<file path="config.mk">
export PLATFORM = sky130hd
export DESIGN_NAME = regfile_wb_arbiter
export DESIGN_NICKNAME = d
export VERILOG_FILES = /design/src/rtl/mips_wb_pkg.sv /design/src/rtl/wb_scoreboard.sv /design/src/rtl/regfile_wb_arbiter.sv
export SDC_FILE = /design/constraint.sdc
export NUM_CORES = 1
export LEC_CHECK = 0
export CAP_MARGIN = 40
export CORE_MARGIN = 5
export CORE_UTILIZATION = 19
export CTS_BUF_LIST = sky130_fd_sc_hd__clkbuf_2
export CTS_CLUSTER_DIAMETER = 30
export CTS_CLUSTER_SIZE = 30
export DETAILED_ROUTE_END_ITERATION = 12
export PLACE_DENSITY_LB_ADDON = 0.15
export SLEW_MARGIN = 15
export SYNTH_ARGS = -nofsm -noshare
export SYNTH_HDL_FRONTEND = slang
export SYNTH_SLANG_ARGS = --single-unit
</file>
<file path="constraint.sdc">
create_clock -name CLK -period 2.1 [get_ports CLK]
set_clock_uncertainty 0.05 [all_clocks]
set_input_delay 0.42 -clock CLK [delete_from_list [all_inputs] [get_ports CLK]]
set_output_delay 0.42 -clock CLK [all_outputs]
set_load 0.02 [all_outputs]
</file>
<file path="src/rtl/mips_wb_pkg.sv">
// Shared writeback definitions: register-file geometry and arbiter state encoding.
package mips_wb_pkg;
  localparam int REG_W    = 5;
  localparam int DATA_W   = 32;
  localparam int NUM_REGS = 32;
  localparam logic [REG_W-1:0] ZERO_REG = '0;

  typedef enum logic {
    NORMAL  = 1'b0,
    STARVED = 1'b1
  } arb_state_t;
endpackage

</file>
<file path="src/rtl/wb_scoreboard.sv">
// Pending-write vector for registers still owed by the multi-cycle unit,
// with two same-cycle decode query ports.
module wb_scoreboard
  import mips_wb_pkg::*;
(
  input  logic             clk,
  input  logic             rst_n,
  input  logic             set,
  input  logic [REG_W-1:0] set_reg,
  input  logic             clr,
  input  logic [REG_W-1:0] clr_reg,
  input  logic [REG_W-1:0] chk_reg1,
  input  logic [REG_W-1:0] chk_reg2,
  output logic             busy1,
  output logic             busy2
);

  logic [NUM_REGS-1:0] pending;
  logic [NUM_REGS-1:0] pending_nxt;

  // Set is applied after clear so a freshly issued op wins over a retiring one.
  always_comb begin
    pending_nxt = pending;
    if (clr) pending_nxt[clr_reg] = 1'b0;
    if (set) pending_nxt[set_reg] = 1'b1;
    pending_nxt[ZERO_REG] = 1'b0;
  end

  always_ff @(posedge clk) begin
    if (!rst_n) pending <= '0;
    else        pending <= pending_nxt;
  end

  assign busy1 = pending[chk_reg1] && !(clr && (clr_reg == chk_reg1));
  assign busy2 = pending[chk_reg2] && !(clr && (clr_reg == chk_reg2));

endmodule

</file>
<file path="src/rtl/regfile_wb_arbiter.sv">
// Register-file write-port arbiter: pipeline has priority, multi-cycle unit is
// promoted after STARVE_LIMIT stalled cycles. Scoreboard built under WB_SCOREBOARD_EN.
module regfile_wb_arbiter
  import mips_wb_pkg::*;
#(
  parameter int unsigned STARVE_LIMIT = 4
) (
  input  logic              CLK,
  input  logic              RST_N,
  input  logic              wb0_valid,
  input  logic [REG_W-1:0]  wb0_reg,
  input  logic [DATA_W-1:0] wb0_data,
  output logic              wb0_ready,
  input  logic              wb1_valid,
  input  logic [REG_W-1:0]  wb1_reg,
  input  logic [DATA_W-1:0] wb1_data,
  output logic              wb1_ready,
  input  logic              sb_set,
  input  logic [REG_W-1:0]  sb_reg,
  input  logic [REG_W-1:0]  chk_reg1,
  input  logic [REG_W-1:0]  chk_reg2,
  output logic              busy1,
  output logic              busy2,
  output logic              RegWrite,
  output logic [REG_W-1:0]  wrreg,
  output logic [DATA_W-1:0] wrdata
);

  localparam logic [3:0] LIMIT = 4'(STARVE_LIMIT);

  arb_state_t state;
  logic [3:0] starve_cnt;
  logic [3:0] starve_cnt_nxt;
  logic       xfer0;
  logic       xfer1;

  always_ff @(posedge CLK) begin
    if (!RST_N) starve_cnt <= '0;
    else        starve_cnt <= starve_cnt_nxt;
  end

  always_comb begin
    state          = (starve_cnt == LIMIT) ? STARVED : NORMAL;
    wb0_ready      = 1'b0;
    wb1_ready      = 1'b0;
    xfer0          = 1'b0;
    xfer1          = 1'b0;
    RegWrite       = 1'b0;
    wrreg          = '0;
    wrdata         = '0;
    starve_cnt_nxt = starve_cnt;

    if (RST_N) begin
      case (state)
        STARVED: begin
          wb1_ready = 1'b1;
          wb0_ready = !wb1_valid;
        end
        default: begin
          wb0_ready = 1'b1;
          wb1_ready = !wb0_valid;
        end
      endcase
    end

    xfer0 = wb0_valid && wb0_ready;
    xfer1 = wb1_valid && wb1_ready;

    // The ready rules make the two transfers mutually exclusive.
    if (xfer1) begin
      wrreg    = wb1_reg;
      wrdata   = wb1_data;
      RegWrite = (wb1_reg != ZERO_REG);
    end else if (xfer0) begin
      wrreg    = wb0_reg;
      wrdata   = wb0_data;
      RegWrite = (wb0_reg != ZERO_REG);
    end

    if (!wb1_valid || xfer1)     starve_cnt_nxt = '0;
    else if (starve_cnt != LIMIT) starve_cnt_nxt = starve_cnt + 4'd1;
  end

`ifdef WB_SCOREBOARD_EN
  logic sb_busy1;
  logic sb_busy2;

  wb_scoreboard u_scoreboard (
    .clk      (CLK),
    .rst_n    (RST_N),
    .set      (sb_set),
    .set_reg  (sb_reg),
    .clr      (xfer1),
    .clr_reg  (wb1_reg),
    .chk_reg1 (chk_reg1),
    .chk_reg2 (chk_reg2),
    .busy1    (sb_busy1),
    .busy2    (sb_busy2)
  );

  assign busy1 = RST_N && sb_busy1;
  assign busy2 = RST_N && sb_busy2;
`else
  logic unused_sb;
  assign unused_sb = ^{sb_set, sb_reg, chk_reg1, chk_reg2};
  assign busy1     = 1'b0;
  assign busy2     = 1'b0;
`endif

endmodule

</file>
==> results_dict.tcl <==
set metrics [dict create \
    finalSetupViolCount 9 \
    grt_util_met2 0.343 \
    grt_pass1_wl_um 6910 \
    p_leak_uw 0.000930 \
    cp_slowest_stage_delay_ns 0.31 \
    start_util 0.198 \
    drt_pass1_iterations 4 \
    grt_pass1_vias 1282 \
    largest_reg_flops 4 \
    holdBufCountCts 0 \
    drtIter0Drc 29 \
    worstSetupEndpointType "output port" \
    top_regs "starve_cnt (4)" \
    cp_top_family "buffers and inverters" \
    final_nets 308 \
    synth_common_cells "a22o_1 (38), nor3_1 (6), buf_6 (5)" \
    wire_per_inst_um 17.8 \
    clockRootBuffer "clkbuf_2" \
    yosysWarnings 0 \
    yosys.area.top_type_share 0.496 \
    synth_top_area_cell "a22o_1" \
    place_ws_ns -0.566 \
    hold_class "reg2reg" \
    pin_count 136 \
    min_period_over_period 1.02 \
    synth_most_common_cell "a22o_1" \
    synth_top_flop_cell "dfxtp_1" \
    dp_hpwl_um 3620 \
    track_usage 0.176 \
    die-area_mm2 0.00482 \
    cp_num_cells 8 \
    final_layout_size_suffix_gt1_frac 0.324 \
    clk_latency_ns 0.20 \
    syn_area_um2 671 \
    drc 0 \
    viasPerCell 4.71 \
    path_buf_inv 4 \
    criticalPathCategory "reg2out" \
    rsz0062_at_grt "yes" \
    timing.fmax_mhz 468 \
    critPathMaxFanout 5 \
    antennaDiodeCount 0 \
    arrival_ns 1.67 \
    crit_chain "inv_2 > ha_4 > nand3b_1 > a21oi_4 > buf_6 > buf_16 > a22o_1 > buf_6" \
    globalRouteMet3Util 0.0420 \
    avgSynthCellArea_um2 8.38 \
    antenna_found_initial 0 \
    synthTopCellsByArea "a22o_1 (50%), dfxtp_1 (12%), buf_6 (8.4%)" \
    synthArstFlopShare 0 \
    met1_usage 0.181 \
    die_x_um 69.4 \
    path_common_cell "buf_6" \
    worstPathRequired_ns 1.63 \
    busiest_layer "met2" \
    syn_to_final_growth_pct 210 \
    cts.path.max_buffers 2 \
    drv_slew 0 \
    synthCells 80 \
    gp_congestion 0.839 \
    rows 21 \
    cts_num_sinks 4 \
    synth-edff-count 0 \
    p_total_uw 571 \
    powerDensity_mw_per_mm2 275 \
    min_delay_path_depth 2 \
    cts_tree "yes" \
    core_mm2 0.00339 \
    finalCriticalPeriod_ns 2.14 \
    cp-start-kind "register" \
    num_vias 1206 \
    failed_checks "setup timing" \
    die_h_um 69.4 \
    ys_types 19 \
    status "complete, but fails checks" \
    setup_ws_ns -0.0356 \
    grt_overflow 0 \
    r2r.worst_path.cells 7 \
    cts_htree_levels 1 \
    rrSetupSlack_ns 0.78 \
    grt_max_degree 20 \
    wirelength_um 4540 \
    drv_cap 0 \
    synth-seq-cells 4 \
    clkSlewWorstSetupHoldPaths_ns 0.04 \
    hold_violations 0 \
    cts_made_buffers 3 \
    top_register "starve_cnt" \
    crit_slowest_cell "dfxtp_2" \
    ant_nets 0 \
    yosysSeqAreaShare 0.119 \
    ir_worst_vdd_mv 0.289 \
    numPortBuffers 117 \
]
worst min-delay path: stages (launching register included):
cell and delay [ns]:
dfxtp_2 0.32, buf_4 0.11, nor3_1 0.04
cells in the final DEF, fill, tap and decap left out, types with 2 or more instances in the layout:
cell,n
clkdlybuf4s50_1,74
a22o_1,38
buf_6,33
buf_4,20
nor3_1,6
dlygate4sd2_1,4
nand2_1,3
nor2_1,3
clkbuf_2,3
inv_2,2
and2_1,2
conb_1,2
dfxtp_2,2
dfxtp_1,2
metal layers:
layer / up-vias / routed length [um] / share of wire
li1: 577 / - / -
met5: - / 0 / 0
met3: 8 / 322 / 0.071
met4: 0 / 92 / 0.020
met2: 67 / 2440 / 0.54
met1: 554 / 1690 / 0.37
through the flow:
stage          setup TNS [ns]  utilization  cells  hold WS (ns)  area, um2
6_report               -0.221        0.614    256         0.465       2080
4_1_cts                 -1.08        0.601    256         0.456       2040
3_5_place_dp           -20.78        0.569    246         0.471       1930
3_3_place_gp           -19.84        0.569    246         0.460       1930
5_1_grt                 -2.49        0.614    256         0.494       2080
2_1_floorplan               0            -     81         0.406        674
kinds of logic (layout without fill, tap and decap cells):
group | after synthesis | in the layout | share of synthesized area
buf+inv | 13 | 142 | 0.149
compound gates | 39 | 39 | 0.509
xor+xnor | 1 | 1 | 0.0131
fa+ha+maj | 2 | 2 | 0.0373
simple gates | 19 | 19 | 0.151
other cells | 1 | 2 | 0.00559
flops | 4 | 4 | 0.119
mux | 1 | 1 | 0.0149
path summary, 6_finish.rpt:
kind	startpoint	end
setup / recovery	starve_cnt[0]$_SDFFE_PP0P_	wrdata[17]
hold / removal	starve_cnt[0]$_SDFFE_PP0P_	starve_cnt[0]$_SDFFE_PP0P_
setup reg to reg	starve_cnt[1]$_SDFFE_PP0P_	starve_cnt[3]$_SDFFE_PP0P_
hold reg to reg	starve_cnt[0]$_SDFFE_PP0P_	starve_cnt[0]$_SDFFE_PP0P_
power breakdown:
part | internal [uW] | total, uW | switching (uW) | leakage (uW)
clock | 38.4 | 67.6 | 29.3 | 0.0000125
combinational | 264 | 426 | 162 | 0.000884
sequential | 77.5 | 78.1 | 0.625 | 0.0000333
area by class of cell:
class | count | area, um2
inverter | 3 | 11.3
clock buffer | 3 | 15.0
sequential | 4 | 82.6
fill | 285 | 1310
timing repair buffer | 136 | 1400
multi-input combinational | 64 | 517
tap | 46 | 57.6
timing repair:
item                                   in CTS  in global routing
resized for setup                         221                 19
setup endpoints to repair                  40                 40
endpoints found under the hold margin       0                  0
gates cloned                                2                  1
buffers inserted                            5                  1
pin swaps                                  13                 12
Note: power is estimated with default switching activity, not from simulation.
